==> config.mk <==
export PLATFORM = sky130hd
export DESIGN_NAME = uart_rx
export DESIGN_NICKNAME = d
export VERILOG_FILES = /design/src/rtl/uart_pkg.sv /design/src/rtl/sync_2ff.sv /design/src/rtl/uart_rx.sv
export SDC_FILE = /design/constraint.sdc
export NUM_CORES = 1
export LEC_CHECK = 0
export ABC_AREA = 1
export BUFFER_PORTS_ARGS = -buffer_cell sky130_fd_sc_hd__buf_4
export CORE_ASPECT_RATIO = 1.2
export CORE_MARGIN = 2
export CORE_UTILIZATION = 52
export CTS_CLUSTER_DIAMETER = 50
export DETAILED_ROUTE_END_ITERATION = 6
export PLACE_DENSITY = 0.73
export RECOVER_POWER = 25
export SYNTH_ARGS = -nofsm -noshare
export SYNTH_HDL_FRONTEND = slang
export SYNTH_HIERARCHICAL = 1
export SYNTH_SLANG_ARGS = --single-unit
==> constraint.sdc <==
create_clock -name sys_clk_i -period 1.7 [get_ports sys_clk_i]
set_input_delay 0.255 -clock sys_clk_i [delete_from_list [all_inputs] [get_ports sys_clk_i]]
set_output_delay 0.255 -clock sys_clk_i [all_outputs]
set_load 0.05 [all_outputs]
==> src/rtl/uart_pkg.sv <==
// Shared UART receiver types, default rates and bit-timing helper.
// UART_RX_PARITY_EN adds the even-parity PARITY state.
package uart_pkg;

  localparam int CLK_HZ_DEF = 12_000_000;
  localparam int BAUD_DEF   = 115_200;

  typedef enum logic [2:0] {
    IDLE,
    START,
    DATA,
`ifdef UART_RX_PARITY_EN
    PARITY,
`endif
    STOP,
    BREAK
  } state_t;

  function automatic int bit_cyc(
    input int clk_hz,
    input int baud
  );
    return clk_hz / baud;
  endfunction

endpackage

==> src/rtl/sync_2ff.sv <==
// Two-flop synchronizer for an asynchronous level input.
// Resets to 1 so an idle serial line shows no false edge.
module sync_2ff (
  input  logic i_clk,
  input  logic i_rst,
  input  logic i_d,
  output logic o_q
);

  logic r_meta;
  logic r_q;

  always_ff @(posedge i_clk) begin
    if (i_rst) begin
      r_meta <= 1'b1;
      r_q    <= 1'b1;
    end else begin
      r_meta <= i_d;
      r_q    <= r_meta;
    end
  end

  assign o_q = r_q;

endmodule

==> src/rtl/uart_rx.sv <==
// UART receiver, 8N1 with valid/ready output and error pulses.
// Define UART_RX_PARITY_EN for 8E1 frames with parity checking.
module uart_rx
  import uart_pkg::*;
#(
  parameter int CLK_HZ = CLK_HZ_DEF,
  parameter int BAUD   = BAUD_DEF
) (
  input  logic       sys_clk_i,
  input  logic       sys_rst_i,
  input  logic       uart_rx_i,
  output logic [7:0] uart_dat_o,
  output logic       uart_valid_o,
  input  logic       uart_ready_i,
  output logic       uart_busy,
  output logic       uart_ferr_o,
  output logic       uart_ovr_o,
  output logic       uart_perr_o
);

  localparam int BIT_CYC  = bit_cyc(CLK_HZ, BAUD);
  localparam int HALF_CYC = BIT_CYC / 2;
  localparam int CW       = $clog2(BIT_CYC + 1);

  localparam logic [CW-1:0] BIT_LD  = CW'(BIT_CYC - 1);
  localparam logic [CW-1:0] HALF_LD = CW'(HALF_CYC - 1);

  logic          w_rx;
  logic          r_prev;
  state_t        r_state;
  state_t        w_state_nxt;
  logic [CW-1:0] r_cnt;
  logic [CW-1:0] w_cnt_nxt;
  logic [7:0]    r_shift;
  logic [7:0]    w_shift_nxt;
  logic [2:0]    r_idx;
  logic [2:0]    w_idx_nxt;
  logic          w_tick;
  logic          w_stop_ok;
  logic          w_stop_bad;
  logic          w_good;
  logic [7:0]    r_dat;
  logic          r_valid;
  logic          r_ferr;
  logic          r_ovr;
  logic          r_perr;

  sync_2ff u_sync (
    .i_clk (sys_clk_i),
    .i_rst (sys_rst_i),
    .i_d   (uart_rx_i),
    .o_q   (w_rx)
  );

  assign w_tick = (r_cnt == '0);

`ifdef UART_RX_PARITY_EN
  logic r_par_bad;
  logic w_par_bad_nxt;
`endif

  always_comb begin
    w_state_nxt = r_state;
    w_cnt_nxt   = w_tick ? r_cnt : r_cnt - 1'b1;
    w_shift_nxt = r_shift;
    w_idx_nxt   = r_idx;
    w_stop_ok   = 1'b0;
    w_stop_bad  = 1'b0;
`ifdef UART_RX_PARITY_EN
    w_par_bad_nxt = r_par_bad;
`endif
    unique case (r_state)
      IDLE: begin
        if (r_prev && !w_rx) begin
          w_state_nxt = START;
          w_cnt_nxt   = HALF_LD;
        end
      end
      START: begin
        if (w_tick) begin
          if (w_rx) begin
            w_state_nxt = IDLE;
          end else begin
            w_state_nxt = DATA;
            w_cnt_nxt   = BIT_LD;
            w_idx_nxt   = 3'd0;
          end
        end
      end
      DATA: begin
        if (w_tick) begin
          w_shift_nxt = {w_rx, r_shift[7:1]};
          w_cnt_nxt   = BIT_LD;
          w_idx_nxt   = r_idx + 3'd1;
          if (r_idx == 3'd7) begin
`ifdef UART_RX_PARITY_EN
            w_state_nxt = PARITY;
`else
            w_state_nxt = STOP;
`endif
          end
        end
      end
`ifdef UART_RX_PARITY_EN
      PARITY: begin
        if (w_tick) begin
          w_par_bad_nxt = ^{r_shift, w_rx};
          w_cnt_nxt     = BIT_LD;
          w_state_nxt   = STOP;
        end
      end
`endif
      STOP: begin
        if (w_tick) begin
          if (w_rx) begin
            w_stop_ok   = 1'b1;
            w_state_nxt = IDLE;
          end else begin
            w_stop_bad  = 1'b1;
            w_state_nxt = BREAK;
          end
        end
      end
      BREAK: begin
        if (w_rx) begin
          w_state_nxt = IDLE;
        end
      end
      default: begin
        w_state_nxt = IDLE;
      end
    endcase
  end

  always_ff @(posedge sys_clk_i) begin
    if (sys_rst_i) begin
      r_state <= IDLE;
      r_cnt   <= '0;
      r_shift <= '0;
      r_idx   <= '0;
      r_prev  <= 1'b1;
    end else begin
      r_state <= w_state_nxt;
      r_cnt   <= w_cnt_nxt;
      r_shift <= w_shift_nxt;
      r_idx   <= w_idx_nxt;
      r_prev  <= w_rx;
    end
  end

`ifdef UART_RX_PARITY_EN
  assign w_good = w_stop_ok && !r_par_bad;

  always_ff @(posedge sys_clk_i) begin
    if (sys_rst_i) begin
      r_par_bad <= 1'b0;
      r_perr    <= 1'b0;
    end else begin
      r_par_bad <= w_par_bad_nxt;
      r_perr    <= w_stop_ok && r_par_bad;
    end
  end
`else
  assign w_good = w_stop_ok;

  always_ff @(posedge sys_clk_i) begin
    r_perr <= 1'b0;
  end
`endif

  // A byte still held unaccepted wins over a newly received one.
  always_ff @(posedge sys_clk_i) begin
    if (sys_rst_i) begin
      r_dat   <= '0;
      r_valid <= 1'b0;
      r_ferr  <= 1'b0;
      r_ovr   <= 1'b0;
    end else begin
      r_ferr <= w_stop_bad;
      r_ovr  <= 1'b0;
      if (w_good) begin
        if (!r_valid || uart_ready_i) begin
          r_dat   <= r_shift;
          r_valid <= 1'b1;
        end else begin
          r_ovr <= 1'b1;
        end
      end else if (r_valid && uart_ready_i) begin
        r_valid <= 1'b0;
      end
    end
  end

  assign uart_dat_o   = r_dat;
  assign uart_valid_o = r_valid;
  assign uart_busy    = (r_state != IDLE);
  assign uart_ferr_o  = r_ferr;
  assign uart_ovr_o   = r_ovr;
  assign uart_perr_o  = r_perr;

endmodule

# Yosys cells after proc, flatten, opt, wreduce, memory -nomap -nowiden
# Cells that the tools add are included.
word_totals:
  out_inout_bits: 13
  regBits: 35
classes:
  n_eq_ne: 13
  reduce_logical: 17
  n_addsub: 2
  n_bitwise: 3
  mux: 27
op_table:
  columns: ["cell", "count"]
  rows:
  - ["two-way mux 7 bit", 5]
  - ["two-way mux 3 bit", 10]
  - ["case mux 7 bit (3 select lines)", 1]
  - ["case mux 3 bit (5 select lines)", 1]
  - ["inequality test 2 bit (second input constant)", 6]
  - ["two-way mux 1 bit", 8]
  - ["logical NOT 7 bit", 1]
  - ["subtractor 7 x 1 -> 7 bit (second input constant)", 1]
  - ["== test 3 x 2 -> 1 bit (second input constant)", 2]
  - ["== test 3 bit (second input constant)", 2]
  - ["case mux 3 bit (2 select lines)", 1]
  - ["AND reduction 2 bit", 3]
  - ["AND reduction 6 bit", 1]
  - ["inequality test 2 x 1 -> 1 bit (second input constant)", 2]
  - ["AND reduction 4 bit", 1]
  - ["nonzero test 2 bit", 2]
  - ["adder 3 x 1 -> 3 bit (second input constant)", 1]
  - ["== test 3 x 1 -> 1 bit (second input constant)", 1]
  - ["logical NOT 3 bit", 1]
  - ["inverter 1 bit", 3]
  - ["nonzero test 3 bit", 1]
  - ["OR reduction 3 bit", 1]
  - ["logical AND 1 bit", 2]
  - ["logical NOT 1 bit", 2]
  - ["3 further kinds", 3]

# Depth between registers and ports, before layout
logic_depth:
  depth_word: 5
  mapped_depth: 12

# Hierarchy
# The synthesis kept the hierarchy.
by_module_without_submodules:
  columns: ["mod", "n_inst", "cells_per_inst", "area_per_inst_um2"]
  rows:
  - ["uart_rx", 1, 231, 1656.6]
  - ["sync_2ff", 1, 7, 58.8]

# Worst setup path after synthesis
# OpenSTA, ideal clock, no wires.
synth_path:
  kind: "register -> register"
  startpoint: "reg r_cnt[0]"
  endpoint: "reg r_cnt[0]"
  path_buffers: 1
  setup_slack_ns: 0.055
  arrival_ns: 1.576
  required_time_ns: 1.630
  path_stages_with_launch: 12
  cell_sequence: "dfxtp_1 -> inv_1 -> ha_1 -> inv_1 -> nor2_1 -> nand3_4 -> buf_6 -> ha_1 -> inv_1 -> nor3_1 -> nor2_1 -> a21oi_1"
synth_between:
  elab_chain_cells: 5
  elab_cells_between_ends: 8
  cone_classes: "1 x add/sub; 6 x mux; 1 x reduce/logical"
synth_rtl:
  columns: ["item", "line", "source"]
  rows:
  - ["from (decl)", "uart_rx.sv:32", "logic [CW-1:0] r_cnt;"]
  - ["from (signal assigned)", "uart_rx.sv:144", "r_cnt <= w_cnt_nxt;"]
  - ["subtractor 7 x 1 -> 7 bit / logical NOT 7 bit (equally long branches)", "uart_rx.sv:64, uart_rx.sv:55", null]
  - ["two-way mux 7 bit", "uart_rx.sv:64", "w_cnt_nxt = w_tick ? r_cnt : r_cnt - 1'b1;"]
  - ["two-way mux 7 bit", "uart_rx.sv:81", "if (w_rx) begin"]
  - ["two-way mux 7 bit", "uart_rx.sv:80", "if (w_tick) begin"]
  - ["case mux 7 bit (3 select lines) *", "uart_rx.sv:72", "unique case (r_state)"]
# Every way passes the cells marked *; elsewhere a longest branch is shown, timed or not.
# A chain may end at the register's enable or synchronous reset.

# Worst setup path in the final report
# Ends and elaborated chain as after synthesis.

==> results by group <==
Layout
  • Most common cell after layout, fill and taps aside: nand2_1
  • Ant diodes: 0
  • Nets: 270
  • Share of cells above drive strength 1: 0.2061
  • Most frequent cells in the layout: nand2_1, nor2_1, dfxtp_1
  • Non-Filler Instances: 298
  • P&R area growth vs syn: 13.64%

Synth
  • Synth warnings: 6
  • Syn_area_per_cell: 7.208 um2
  • Library cells used by synthesis: 26
  • Mapped Area: 0.001715 mm2
  • Synthesized instance count: 238
  • Post-synthesis sequential area ratio: 0.4085
  • #FFs+latches synth: 35
  • Syn Nets: 247

Global route
  • Global-route wire length before repair: 5837 um
  • Vias in the first global route: 1,347
  • Grt ovf: 0
  • Largest net degree at the start of global routing: 21
  • Initial antenna violation count: 0
  • GRT Total Usage: 0.2016

Routing
  • Wire per inst: 10.98 um
  • Vias per cell: 4.876
  • Detail Route Antenna Nets: 0
  • Routed WL: 3272 um
  • Drt pass-1 iters: 4
  • DRC viols: 0
  • Vias: 1,453
  • DRT iter0 DRCs: 37

STA
  • Slew @ Worst Pin: 0.5937 ns
  • Fmax: 641.3 MHz
  • Final min period: 1.559 ns
  • Final Hold Viols: 0
  • Rel. slew slack: 0.6059
  • # setup viols final: 0
  • Fin crit share: 0.9173
  • RSZ-0062 raised after global routing: true
  • Clock skew: 0.01361 ns
  • Setup ws final: 0.1406 ns
  • Fin. max-slew vios: 0

Worst setup path
  • WP data required: 1.97 ns
  • CP Cell Sequence: inv_2 -> ha_4 -> inv_2 -> nor2_4 -> nand3_4 -> ha_1 -> inv_1 -> nor3_1 -> nor2_1 -> a21oi_1
  • Crit path max fanout: 5
  • CP Class: flop to flop
  • Max stage delay on crit path: 0.35 ns
  • Most common cell on crit path: inv_2
  • CP max stage cell: dfxtp_2
  • CP Data Arrival Time: 1.83 ns
  • R2R Setup Slk: 0.14 ns
  • CP endpoint kind: flop
  • Critical Path Start Type: flop

Clocking
  • Num CTS Buffers: 5
  • Worst-Skew Late Latency: 0.34 ns
  • H-tree levels: 2
  • Worst-path clk slew: 0.11 ns
  • Root Driver: clkbuf_4
  • Clock sink total: 35
  • CTS Buffer Depth: 2
  • CTS tree: built

Placed design
  • Post-Place Worst Slack: 0.05648 ns
  • GPL Wtd Cong: 0.8805
  • Dpl hpwl: 2328 um
  • Placed Cells: 286
  • IO buf count: 15

Die
  • Die outline area: 0.003776 mm2
  • Ports: 17
  • Starting Density: 0.5515
  • Die H: 66.92 um
  • Num rows: 22
  • DIE WIDTH: 56.43 um
  • Core footprint: 0.003110 mm2

Run status
  • Status: finished clean

Power and ir drop
  • Sw Pwr: 0.001446 W
  • Clock group share of total power: 0.142
  • Pwr Total: 0.003186 W
  • LEAKAGE: 0.9873 nW
  • Comb pwr share: 0.504
  • PD cells: 1634 mW/mm2
  • VDD IR-drop max: 1.025 mV
  • Reg power frac: 0.354
  • Switch share: 0.4540
  • Pint: 0.001739 W

Job
  • Max-Cap Viols: 0

Min path
  • Worst Hold Class: input pin to flop
-- registers in the layout (all words and copies together) (netlist names) --
name and cells:
r_idx 3, r_prev 1, u_sync/r_meta 1, r_state 3
r_shift 8, u_sync/o_q 1, r_cnt 7, uart_ovr_o 1
uart_ferr_o 1, uart_valid_o 1, uart_dat_o 8
-- stage by stage --
| stage | hold WS [ns] | TNS (ns) | cell area, um2 | util |
|---|---|---|---|---|
| after floorplan | 0.3398 | 0 | 1715 | - |
| after global placement | 0.3944 | 0 | 1848 | 0.5941 |
| after detailed placement | 0.4180 | 0 | 1848 | 0.5941 |
| after CTS | 0.07065 | 0 | 1906 | 0.6126 |
| after global routing | 0.09208 | -0.02404 | 1949 | 0.6267 |
| final | 0.08517 | 0 | 1949 | 0.6267 |
-- worst max-delay path: cells and delay by family, from the launching register on --
kind | cells | cell delay (ns)
simple gates | 4 | 0.46
buf+inv | 3 | 0.17
flops | 1 | 0.35
fa+ha+maj | 2 | 0.41
compound gates | 1 | 0.11
-- final timing paths --
| path | from | endpoint | cells past startpoint |
|---|---|---|---|
| worst min register to register | u_sync/r_meta | u_sync/o_q | 2 |
| worst max-delay path | r_cnt[0] | r_cnt[0] | 10 |
| worst max register to register | r_cnt[0] | r_cnt[0] | 10 |
| worst min-delay path | uart_rx_i | u_sync/r_meta | 3 |
-- Yosys cell counts --
cell,number,area [um2]
xor2_1,3,26.28
buf_4,1,7.510
o21ai_0,4,20.02
ha_1,5,62.56
conb_1,1,3.750
nand2_2,5,31.28
nand2_1,51,191.4
nor3b_1,1,7.510
clkbuf_1,1,3.750
buf_6,3,33.78
a21oi_2,4,35.03
nor3_1,2,10.01
nor2_8,1,20.02
nand3_4,2,35.03
o22ai_1,1,6.260
inv_1,31,116.4
nor2_4,4,45.04
nand3_1,12,60.06
nor2_1,40,150.1
nand4_1,2,12.51
clkinv_1,1,3.750
a21oi_1,9,45.04
buf_2,2,10.01
inv_2,6,22.52
o21ai_1,11,55.05
dfxtp_1,35,700.7
-- final cells by class --
type / instances / area (um2)
timing repair buffer: 22 / 138.9
clock buffer: 5 / 37.54
sequential: 35 / 703.2
inverter: 38 / 142.6
clock inverter: 3 / 20.02
multi-input combinational: 159 / 862.1
tap: 36 / 45.04
fill: 312 / 1161
-- per-layer routing --
layer / track usage / wire length (um) / vias up
li1: - / - / 782
met2: 0.3503 / 1660 / 23
met3: 0.05243 / 110 / 8
met4: 0.08929 / 80 / 0
met1: 0.2312 / 1420 / 640
met5: 0 / 0 / -
-- power by group through the flow --
stage	Combinational, W	Sequential, W	Clock, W
finish	0.00161	0.00113	0.000452
global route	0.00184	0.00115	0.000503
CTS	0.00147	0.00111	0.000470
detailed placement	0.00146	0.00113	0
global placement	0.00145	0.00113	0
floorplan	0.00120	0.00113	0
-- timing repair --
| item | CTS | global route |
|---|---|---|
| gates resized for setup | 0 | 14 |
| hold buffers | 0 | 0 |
| setup buffers | 0 | 3 |
| setup endpoints to repair | 0 | 17 |
| hold endpoints to repair | 0 | 0 |
-- cell families after synthesis --
group                    synth area share
other                            0.002186
AND/OR/NAND/NOR                    0.3282
buffers and inverters              0.1152
XOR/XNOR                          0.01532
AO/OA/AOI/OAI                     0.09409
adder cells (fa/ha/maj)           0.03647
flip-flops                         0.4085
(Power assumes the default switching activity.)
